<file path="src/rtl/updown_counter_pkg.sv">
// Purpose : shared mode encodings for the up/down/bounce counter family.
// Latency : n/a (types and constants only).
// Backpressure : n/a.
//
// Contents:
//   mode_t      2-bit counting mode (up-wrap, down-wrap, bounce, hold)
//   MODE_W      width of the mode field
package updown_counter_pkg;

  localparam int MODE_W = 2;

  typedef enum logic [MODE_W-1:0] {
    MODE_UP     = 2'b00,  // count up, wrap hi -> lo
    MODE_DOWN   = 2'b01,  // count down, wrap lo -> hi
    MODE_BOUNCE = 2'b10,  // ping-pong between lo and hi
    MODE_HOLD   = 2'b11   // freeze value and direction
  } mode_t;

endpackage : updown_counter_pkg

</file>
<file path="src/rtl/tick_gen.sv">
// Purpose : prescaler issuing a one-cycle clock-enable strobe every DIV cycles,
//           DIV chosen at runtime between SLOW_DIV and FAST_DIV.
// Latency : first tick DIV cycles after reset release / enable / rate change.
// Backpressure : none; i_en=0 holds the count and the strobe at zero.
//
// Ports:
//   i_clk    system clock (only clock edge in the design)
//   i_rst    synchronous active-high reset
//   i_en     run enable; 0 clears the prescaler and suppresses o_tick
//   i_speed  0 = SLOW_DIV rate, 1 = FAST_DIV rate
//   o_tick   registered one-cycle step strobe
module tick_gen #(
  parameter int SLOW_DIV = 50_000_000,
  parameter int FAST_DIV = 12_500_000
) (
  input  logic i_clk,
  input  logic i_rst,
  input  logic i_en,
  input  logic i_speed,
  output logic o_tick
);

  // Sized for the slower (larger) divider; the fast one always fits.
  localparam int CW = $clog2(SLOW_DIV + 1);

  localparam logic [CW-1:0] SLOW_TOP = CW'(SLOW_DIV - 1);
  localparam logic [CW-1:0] FAST_TOP = CW'(FAST_DIV - 1);
  localparam logic [CW-1:0] CNT_ONE  = CW'(1);

  logic [CW-1:0] r_cnt;
  logic          r_speed_q;
  logic          r_tick;
  logic [CW-1:0] w_top;
  logic          w_rate_chg;

  // Terminal count follows the registered rate so a rate change is only
  // acted on after the restart cycle below.
  assign w_top      = r_speed_q ? FAST_TOP : SLOW_TOP;
  assign w_rate_chg = (i_speed != r_speed_q);

  always_ff @(posedge i_clk) begin
    if (i_rst) begin
      r_cnt     <= '0;
      r_speed_q <= 1'b0;
      r_tick    <= 1'b0;
    end else begin
      r_speed_q <= i_speed;
      if (!i_en || w_rate_chg) begin
        // Restart from zero on a rate change so the first period at the new
        // rate is a full one (no runt step); the strobe is withheld meanwhile.
        r_cnt  <= '0;
        r_tick <= 1'b0;
      end else if (r_cnt == w_top) begin
        r_cnt  <= '0;
        r_tick <= 1'b1;
      end else begin
        r_cnt  <= r_cnt + CNT_ONE;
        r_tick <= 1'b0;
      end
    end
  end

  assign o_tick = r_tick;

endmodule : tick_gen

</file>
<file path="src/rtl/updown_counter_gen.sv">
// Purpose : WIDTH-bit up-wrap / down-wrap / bounce / hold counter between
//           runtime limits, with parallel load, paced by an internal prescaler.
// Latency : out/wrap update on the clock edge that ends a tick cycle; load
//           takes effect on the next edge.
// Backpressure : none; en=0 freezes counting, cfg_err suppresses steps.
//
// Ports:
//   i_clk, i_rst         system clock, synchronous active-high reset
//   i_en                 count enable (freezes out, dir and prescaler)
//   i_speed              prescaler rate select (0 slow, 1 fast)
//   i_mode               counting mode, see updown_counter_pkg::mode_t
//   i_load, i_load_val   parallel load strobe and value
//   i_lo, i_hi           inclusive count limits
//   o_out                counter value
//   o_dir                1 = counting up, 0 = counting down
//   o_tick               prescaler step strobe
//   o_wrap               one-cycle pulse on wrap or bounce reversal
//   o_cfg_err            combinational, 1 when lo > hi
module updown_counter_gen
  import updown_counter_pkg::*;
#(
  parameter int WIDTH    = 4,
  parameter int SLOW_DIV = 50_000_000,
  parameter int FAST_DIV = 12_500_000
) (
  input  logic               i_clk,
  input  logic               i_rst,
  input  logic               i_en,
  input  logic               i_speed,
  input  logic [MODE_W-1:0]  i_mode,
  input  logic               i_load,
  input  logic [WIDTH-1:0]   i_load_val,
  input  logic [WIDTH-1:0]   i_lo,
  input  logic [WIDTH-1:0]   i_hi,
  output logic [WIDTH-1:0]   o_out,
  output logic               o_dir,
  output logic               o_tick,
  output logic               o_wrap,
  output logic               o_cfg_err
);

  localparam logic [WIDTH-1:0] ONE = WIDTH'(1);

  logic [WIDTH-1:0] r_out;
  logic             r_dir;
  logic             r_wrap;

  logic             w_tick;
  logic             w_cfg_err;
  logic             w_step;
  logic             w_in_range;
  mode_t            w_mode;
  logic [WIDTH-1:0] w_nxt_out;
  logic             w_nxt_dir;
  logic             w_nxt_wrap;

  tick_gen #(
    .SLOW_DIV (SLOW_DIV),
    .FAST_DIV (FAST_DIV)
  ) u_tick_gen (
    .i_clk   (i_clk),
    .i_rst   (i_rst),
    .i_en    (i_en),
    .i_speed (i_speed),
    .o_tick  (w_tick)
  );

  assign w_mode     = mode_t'(i_mode);
  assign w_cfg_err  = (i_lo > i_hi);
  assign w_in_range = (r_out >= i_lo) && (r_out <= i_hi);
  assign w_step     = w_tick && i_en && !i_load && !w_cfg_err;

  // Next value for a step. Every wrap is steered by the limits, so the
  // +1/-1 below never crosses the natural WIDTH-bit boundary while limits
  // are consistent (the out-of-range cases are caught first).
  always_comb begin
    w_nxt_out  = r_out;
    w_nxt_dir  = r_dir;
    w_nxt_wrap = 1'b0;
    if ((w_mode != MODE_HOLD) && (i_lo == i_hi)) begin
      // Degenerate single-value range: pin to it, keep direction, no pulse.
      w_nxt_out = i_lo;
    end else begin
      case (w_mode)
        MODE_UP: begin
          w_nxt_dir = 1'b1;
          if ((r_out == i_hi) || !w_in_range) begin
            w_nxt_out  = i_lo;
            w_nxt_wrap = 1'b1;
          end else begin
            w_nxt_out = r_out + ONE;
          end
        end
        MODE_DOWN: begin
          w_nxt_dir = 1'b0;
          if ((r_out == i_lo) || !w_in_range) begin
            w_nxt_out  = i_hi;
            w_nxt_wrap = 1'b1;
          end else begin
            w_nxt_out = r_out - ONE;
          end
        end
        MODE_BOUNCE: begin
          if (!w_in_range) begin
            // Re-enter the range from the bottom, heading up; not a reversal.
            w_nxt_out = i_lo;
            w_nxt_dir = 1'b1;
          end else if (r_dir) begin
            if (r_out >= i_hi) begin
              // Endpoint is shown once: turn around straight to hi-1.
              w_nxt_out  = i_hi - ONE;
              w_nxt_dir  = 1'b0;
              w_nxt_wrap = 1'b1;
            end else begin
              w_nxt_out = r_out + ONE;
            end
          end else begin
            if (r_out <= i_lo) begin
              w_nxt_out  = i_lo + ONE;
              w_nxt_dir  = 1'b1;
              w_nxt_wrap = 1'b1;
            end else begin
              w_nxt_out = r_out - ONE;
            end
          end
        end
        MODE_HOLD: begin
          w_nxt_out = r_out;
        end
      endcase
    end
  end

  // Priority: reset, then load (which discards a coincident step), then step.
  always_ff @(posedge i_clk) begin
    if (i_rst) begin
      r_out  <= '0;
      r_dir  <= 1'b1;
      r_wrap <= 1'b0;
    end else if (i_load) begin
      r_out  <= i_load_val;
      r_wrap <= 1'b0;
    end else if (w_step) begin
      r_out  <= w_nxt_out;
      r_dir  <= w_nxt_dir;
      r_wrap <= w_nxt_wrap;
    end else begin
      r_wrap <= 1'b0;
    end
  end

  assign o_out     = r_out;
  assign o_dir     = r_dir;
  assign o_tick    = w_tick;
  assign o_wrap    = r_wrap;
  assign o_cfg_err = w_cfg_err;

endmodule : updown_counter_gen

</file>
<file path="config.mk">
export PLATFORM = sky130hd
export DESIGN_NAME = updown_counter_gen
export DESIGN_NICKNAME = d
export VERILOG_FILES = /design/src/rtl/updown_counter_pkg.sv /design/src/rtl/tick_gen.sv /design/src/rtl/updown_counter_gen.sv
export SDC_FILE = /design/constraint.sdc
export NUM_CORES = 1
export LEC_CHECK = 0
export ABC_AREA = 1
export CORE_MARGIN = 5
export CORE_UTILIZATION = 58
export DETAILED_ROUTE_END_ITERATION = 8
export PLACE_DENSITY_LB_ADDON = 0.2
export SETUP_SLACK_MARGIN = 0.1
export SYNTH_ARGS = -nofsm -noshare
export SYNTH_HDL_FRONTEND = slang
export SYNTH_SLANG_ARGS = --single-unit
</file>
<file path="constraint.sdc">
create_clock -name i_clk -period 3.09 [get_ports i_clk]
set_clock_uncertainty 0.2 [all_clocks]
set_input_delay 0.309 -clock i_clk [delete_from_list [all_inputs] [get_ports i_clk]]
set_output_delay 0.309 -clock i_clk [all_outputs]
set_load 0.05 [all_outputs]
</file>
======== Yosys cells after proc, flatten, opt, wreduce, memory -nomap -nowiden ========
Index checks and enable logic that the tools add are counted.
storage, ports and cells
  input port bits ......................... 19
  output and inout port bits .............. 8
  word-level logic and storage cells ...... 72
  register bits ........................... 34
operators by class
  bitwise gates (word level) .............. 3
  reductions and logical operators ........ 20
  eq/ne operators ......................... 10
  $add $sub $neg .......................... 5
  magnitude comparators ................... 5
  muxes and demuxes ....................... 23
operator list
  kind                                              count
  two-way mux 4 bit                                 9
  adder 26 x 1 -> 26 bit, second input constant     1
  == test 26 bit                                    1
  two-way mux 26 bit                                1
  == test 4 bit                                     3
  case mux 4 bit (3 select lines)                   1
  two-way mux 1 bit                                 10
  adder 4 x 1 -> 4 bit, second input constant       2
  greater-or-equal comparator 4 bit                 2
  less-or-equal comparator 4 bit                    2
  subtractor 4 x 1 -> 4 bit, second input constant  2
  case mux 1 bit (3 select lines)                   2
  logical AND 1 bit                                 5
  == test 2 bit, second input constant              2
  > comparator 4 bit                                1
  logical NOT 1 bit                                 4
  AND reduction 4 bit                               1
  OR reduction 4 bit                                1
  logical OR 1 bit                                  3
  != test 3 bit, second input constant              1
  NOT 1 bit                                         3
  nonzero test 3 bit                                1
  OR reduction 3 bit                                1
  == test 2 x 1 -> 1 bit, second input constant     1
  6 further kinds                                   6

======== Logic depth before layout (Yosys ltp) ========
  depth in word-level cells ............... 9
  depth in mapped cells ................... 21
  mapped depth without buffers ............ 21

======== By module ========
A second synthesis with hierarchy kept.
unflattened totals
  cells, all modules ...................... 449
  area total of the unflattened synthesis .. 2890.3 sq um
modules (own cells, without submodules)
  module              cells each  instances  sequential area each (sq um)  area each (sq um)
  tick_gen            246         1          560.5                         1594.0
  updown_counter_gen  203         1          120.1                         1296.2

======== Least setup slack after synthesis ========
No wires, ideal clock.
  kind .................................... reg2reg
  start point ............................. reg r_out[0] (netlist: o_out[0])
  end point ............................... reg r_out[3] (netlist: o_out[3])
  data required time ...................... 2820 ps
  clock period less this slack ............ 2606 ps
  path buffers ............................ 0
  setup time .............................. 70 ps
  arrival ................................. 2336 ps
  cell stages (with the launch flop) ...... 20
  setup slack ............................. 484 ps
  path through ............................ dfxtp_1 > inv_1 > ha_1 > inv_1 > nand2_1 > nand2_1 > nand2_1 > nand2_1 > nand2_1 > inv_1 > nand2_1 > a21oi_1 > o21ai_0 > nand2_1 > nand2_1 > nand2_1 > nand2_1 > nand2_1 > nand2_1 > a21oi_1
between the ends
  longest elaborated chain between the ends .. 9
  elaborated cells on any way between the ends .. 22
  classes of those cells .................. add/sub: 2; order compare: 4; eq/ne: 2; mux: 10; reduce/logical: 4
ends and longest elaborated chain
  item                                                               line                       text
  from (decl)                                                        updown_counter_gen.sv:44   logic [WIDTH-1:0] r_out;
  from (signal assigned)                                             updown_counter_gen.sv:141  r_out <= i_load_val;
  from (signal assigned)                                             updown_counter_gen.sv:144  r_out <= w_nxt_out;
  branches (longest 5 deep; another with subtractor 4 x 1 -> 4 bit)  --
  case mux 4 bit (3 select lines) *                                  updown_counter_gen.sv:84   case (w_mode)
  two-way mux 4 bit *                                                updown_counter_gen.sv:80   if ((w_mode != MODE_HOLD) && (i_lo == i_hi)) begin
  two-way mux 4 bit *                                                updown_counter_gen.sv:143  end else if (w_step) begin
  two-way mux 4 bit *                                                updown_counter_gen.sv:140  end else if (i_load) begin
Every way passes the cells marked *. The select of a mux whose other input is x is not followed.
A chain may end at the register's enable or synchronous reset.

======== Worst setup path after layout ========
  start point ............................. in i_lo[2]
  end point ............................... reg r_out[3] (netlist: o_out[3])
between the ends
  longest elaborated chain between the ends .. 9
  elaborated cells on any way between the ends .. 25
  classes of those cells .................. add/sub: 1; order compare: 3; eq/ne: 3; mux: 9; reduce/logical: 9
ends and longest elaborated chain
  item                                                          line                      text
  from (decl)                                                   updown_counter_gen.sv:33  input logic [WIDTH-1:0] i_lo,
  branches (longest 9 deep; another with adder 4 x 1 -> 4 bit)  --
Several ways; the timed one is not identified. The select of a mux whose other input is x is not followed.

==> impl_metrics.tcl <==
set metrics [dict create \
    status "completed" \
    io_pins 27 \
    use_met1_pct 35.6 \
    die_area_sq_um 6070 \
    met3_usage_pct 4.98 \
    postCtsSetupBuffers 0 \
    critical_path_buf_inv_count 4 \
    wl_per_cell_um 14.1 \
    drc 0 \
    grt_pass1_wl_mm 11.4 \
    postCtsHoldBufs 0 \
    crit_chain "clkdlybuf4s50_1 -> inv_1 -> ha_1 -> nand2_1 -> inv_1 -> nand2_1 -> nand2_1 -> nand2_1 -> inv_1 -> nand2_1 -> a21oi_1 -> o21ai_0 -> nand2_1 -> nand2_1 -> nand2_1 -> nand2_1 -> nand2_1 -> nand2_1 -> a21oi_1" \
    clkPwrFrac_pct 29.5 \
    critPathKind "in -> reg" \
    max_slew.worst_pin.slew_ps 592 \
    vias_per_cell 5.65 \
    rsz0062_at_grt "no" \
    slowest_stage "clkdlybuf4s50_1" \
    first_iter_violations 224 \
    ys_warn_count 0 \
    vias 2806 \
    fin_area_sq_um 3120 \
    cts_resized 0 \
    reg2regPathDepth 15 \
    setup_viol_count_final 0 \
    grt_max_degree 18 \
    min_path_type "reg -> reg" \
    cts_tree "built" \
    synth_area_sq_um 2670 \
    syn_to_final_growth_pct 16.7 \
    p_leak_nw 1.38 \
    initial_core_util_pct 60.5 \
    busiest_layer "met1" \
    max_cap_viol_count 0 \
    seqPwrFrac_pct 42.7 \
    instances_no_fill 497 \
    diodes 0 \
    grt_pass1_vias 2444 \
    finalWorstSetupSlack_ps 411 \
    clk_path_buf_depth 2 \
    place_inst 490 \
    placed_area_sq_um 3040 \
    cts_max_level 2 \
    firstDrtPassIters 5 \
    p_per_area_nw_per_um2 341 \
    synth_top_area_cell "dfxtp_1" \
    fin_crit_ps 2680 \
    end_kind "flip-flop" \
    coreArea_sq_um 4410 \
    insertion_delay_ps 290 \
    dpl_worst_slack_ps 149 \
    drt-total-wl_mm 6.99 \
    syn_area_per_cell_sq_um 6.53 \
    worstSetupStartpointType "input port" \
    internal-power_mw 0.706 \
    drive_gt1_share_pct 7.64 \
    slew-limit-headroom_pct 60.2 \
    synth.distinct_cells 39 \
    crit_fanout 9 \
    setup_tns_ps 0 \
    overflow 0 \
    cts.sinks 34 \
    cpMostUsedCell "nand2_1" \
    synthTopCellsByArea "dfxtp_1 25%, nand2_1 14%, ha_1 10%, inv_1 8.3%, a21oi_1 5.6%" \
    clk_pin_slew_ps 70 \
    yosysSeqAreaShare_pct 25.5 \
    p_sw_share_pct 33.6 \
    ys_ff_latch 34 \
    finalCritPeriodShare_pct 86.7 \
    synth_top_area_share_pct 25.5 \
    power_frac_comb_pct 27.8 \
    crit_arrival_ps 2690 \
    cp.depth 19 \
    cts_root_buf "clkbuf_8" \
    die_x_um 77.9 \
    whs_path_depth 1 \
    required_ps 3110 \
    vdd_ir_drop_max_v 0.000252 \
    fmax_ghz 0.373 \
    worst_path_largest_cell_delay_ps 550 \
    critical-path-top-delay-family "simple AND/OR/NAND/NOR gates" \
    p_sw_mw 0.358 \
    cts_buffers 5 \
    slew_violations 0 \
    final_hold_viol_count 0 \
    finalPower_mw 1.06 \
    synth.net_count 450 \
    postSynthCellCount 409 \
    routabilityCongestion 0.963 \
    ant_nets 0 \
    rows 24 \
    met2_usage_pct 32.9 \
    hpwl_mm 5.61 \
    finalNetCount 486 \
    port-buffer-count 26 \
    die_h_um 77.9 \
    grt_antenna_before_repair 0 \
    track_usage_pct 23.3 \
]
[kinds of logic after synthesis]
logic type | after synthesis | share of synthesized area, %
AO/OA/AOI/OAI | 56 | 12.0
adder cells (fa/ha/maj) | 22 | 10.3
XOR/XNOR | 11 | 3.61
AND/OR/NAND/NOR | 221 | 39.4
flip-flops | 34 | 25.5
buffers and inverters | 65 | 9.22
[power by group through the flow]
stage               sequential [mW]  combinational, mW  clock, mW
floorplan                     0.475              0.175          0
global placement              0.464              0.288          0
detailed placement            0.464              0.291          0
CTS                           0.454              0.293      0.317
global route                  0.455              0.328      0.344
finish                        0.454              0.296      0.314
[cell type report]
class / count / area, sq um
multi-input cells: 310 / 1750
clock inverters: 2 / 10.0
well taps: 52 / 65.1
inverters: 62 / 233
repair buffers: 32 / 315
clock buffers: 5 / 68.8
fillers: 394 / 1300
flip-flops and latches: 34 / 681
[final timing paths]
check / to / slack [ps] / startpoint
worst max-delay path: o_out[3] / 410 / i_lo[2]
worst max register to register: o_out[2] / 530 / o_out[2]
worst min-delay path: u_tick_gen.r_cnt[0] / 280 / u_tick_gen.r_cnt[0]
worst min register to register: u_tick_gen.r_cnt[0] / 280 / u_tick_gen.r_cnt[0]
[layer usage]
layer	share of wire, %	up-vias
li1	-	1432
met1	50	1264
met2	42	102
met3	7.7	8
met4	0.90	0
met5	0	-
[placed cells by master, fill, tap and decap left out, types with 2 or more instances in the layout]
master / count
o21ai_0: 11
nor2_4: 3
nand4_1: 7
dfxtp_1: 34
o41ai_1: 2
o21a_1: 2
nor2_2: 3
buf_4: 6
nand2_1: 101
inv_1: 59
inv_2: 2
nor4_1: 8
a31oi_1: 2
clkdlybuf4s50_1: 25
o211ai_1: 3
clkinv_2: 2
nand2_2: 2
xnor2_1: 3
or2_2: 2
ha_1: 22
nand3_1: 28
nor3_1: 14
a21oi_1: 30
nor2_1: 38
clkbuf_8: 5
nand3_2: 2
xor2_1: 8
nor3b_1: 7
[registers in the layout, indices dropped and copies added, names as in the netlist]
name,cells
u_tick_gen.o_tick,1
o_out,4
o_wrap,1
o_dir,1
u_tick_gen.r_speed_q,1
u_tick_gen.r_cnt,26
[metrics by stage]
stage               hold slack [ps]  utilization [%]
floorplan                       178                -
global placement                253             68.8
detailed placement              268             68.8
CTS                             284             70.6
global route                    313             70.6
finish                          280             70.6
[synth_stat cells, drive strengths merged]
master,n
nor3,15
xnor2,3
dfxtp,34
ha,22
o41ai,2
o22ai,1
o21a,2
xor2,8
nor3b,7
o21bai,1
a31oi,2
and3,1
inv,61
o21ai,12
clkbuf,1
or2,2
nor2,45
a21oi,30
o221ai,1
nand3,31
a211oi,2
clkinv,1
nor4,9
o211ai,3
buf,2
nand2,104
nand4,7
(Power assumes the default switching activity.)
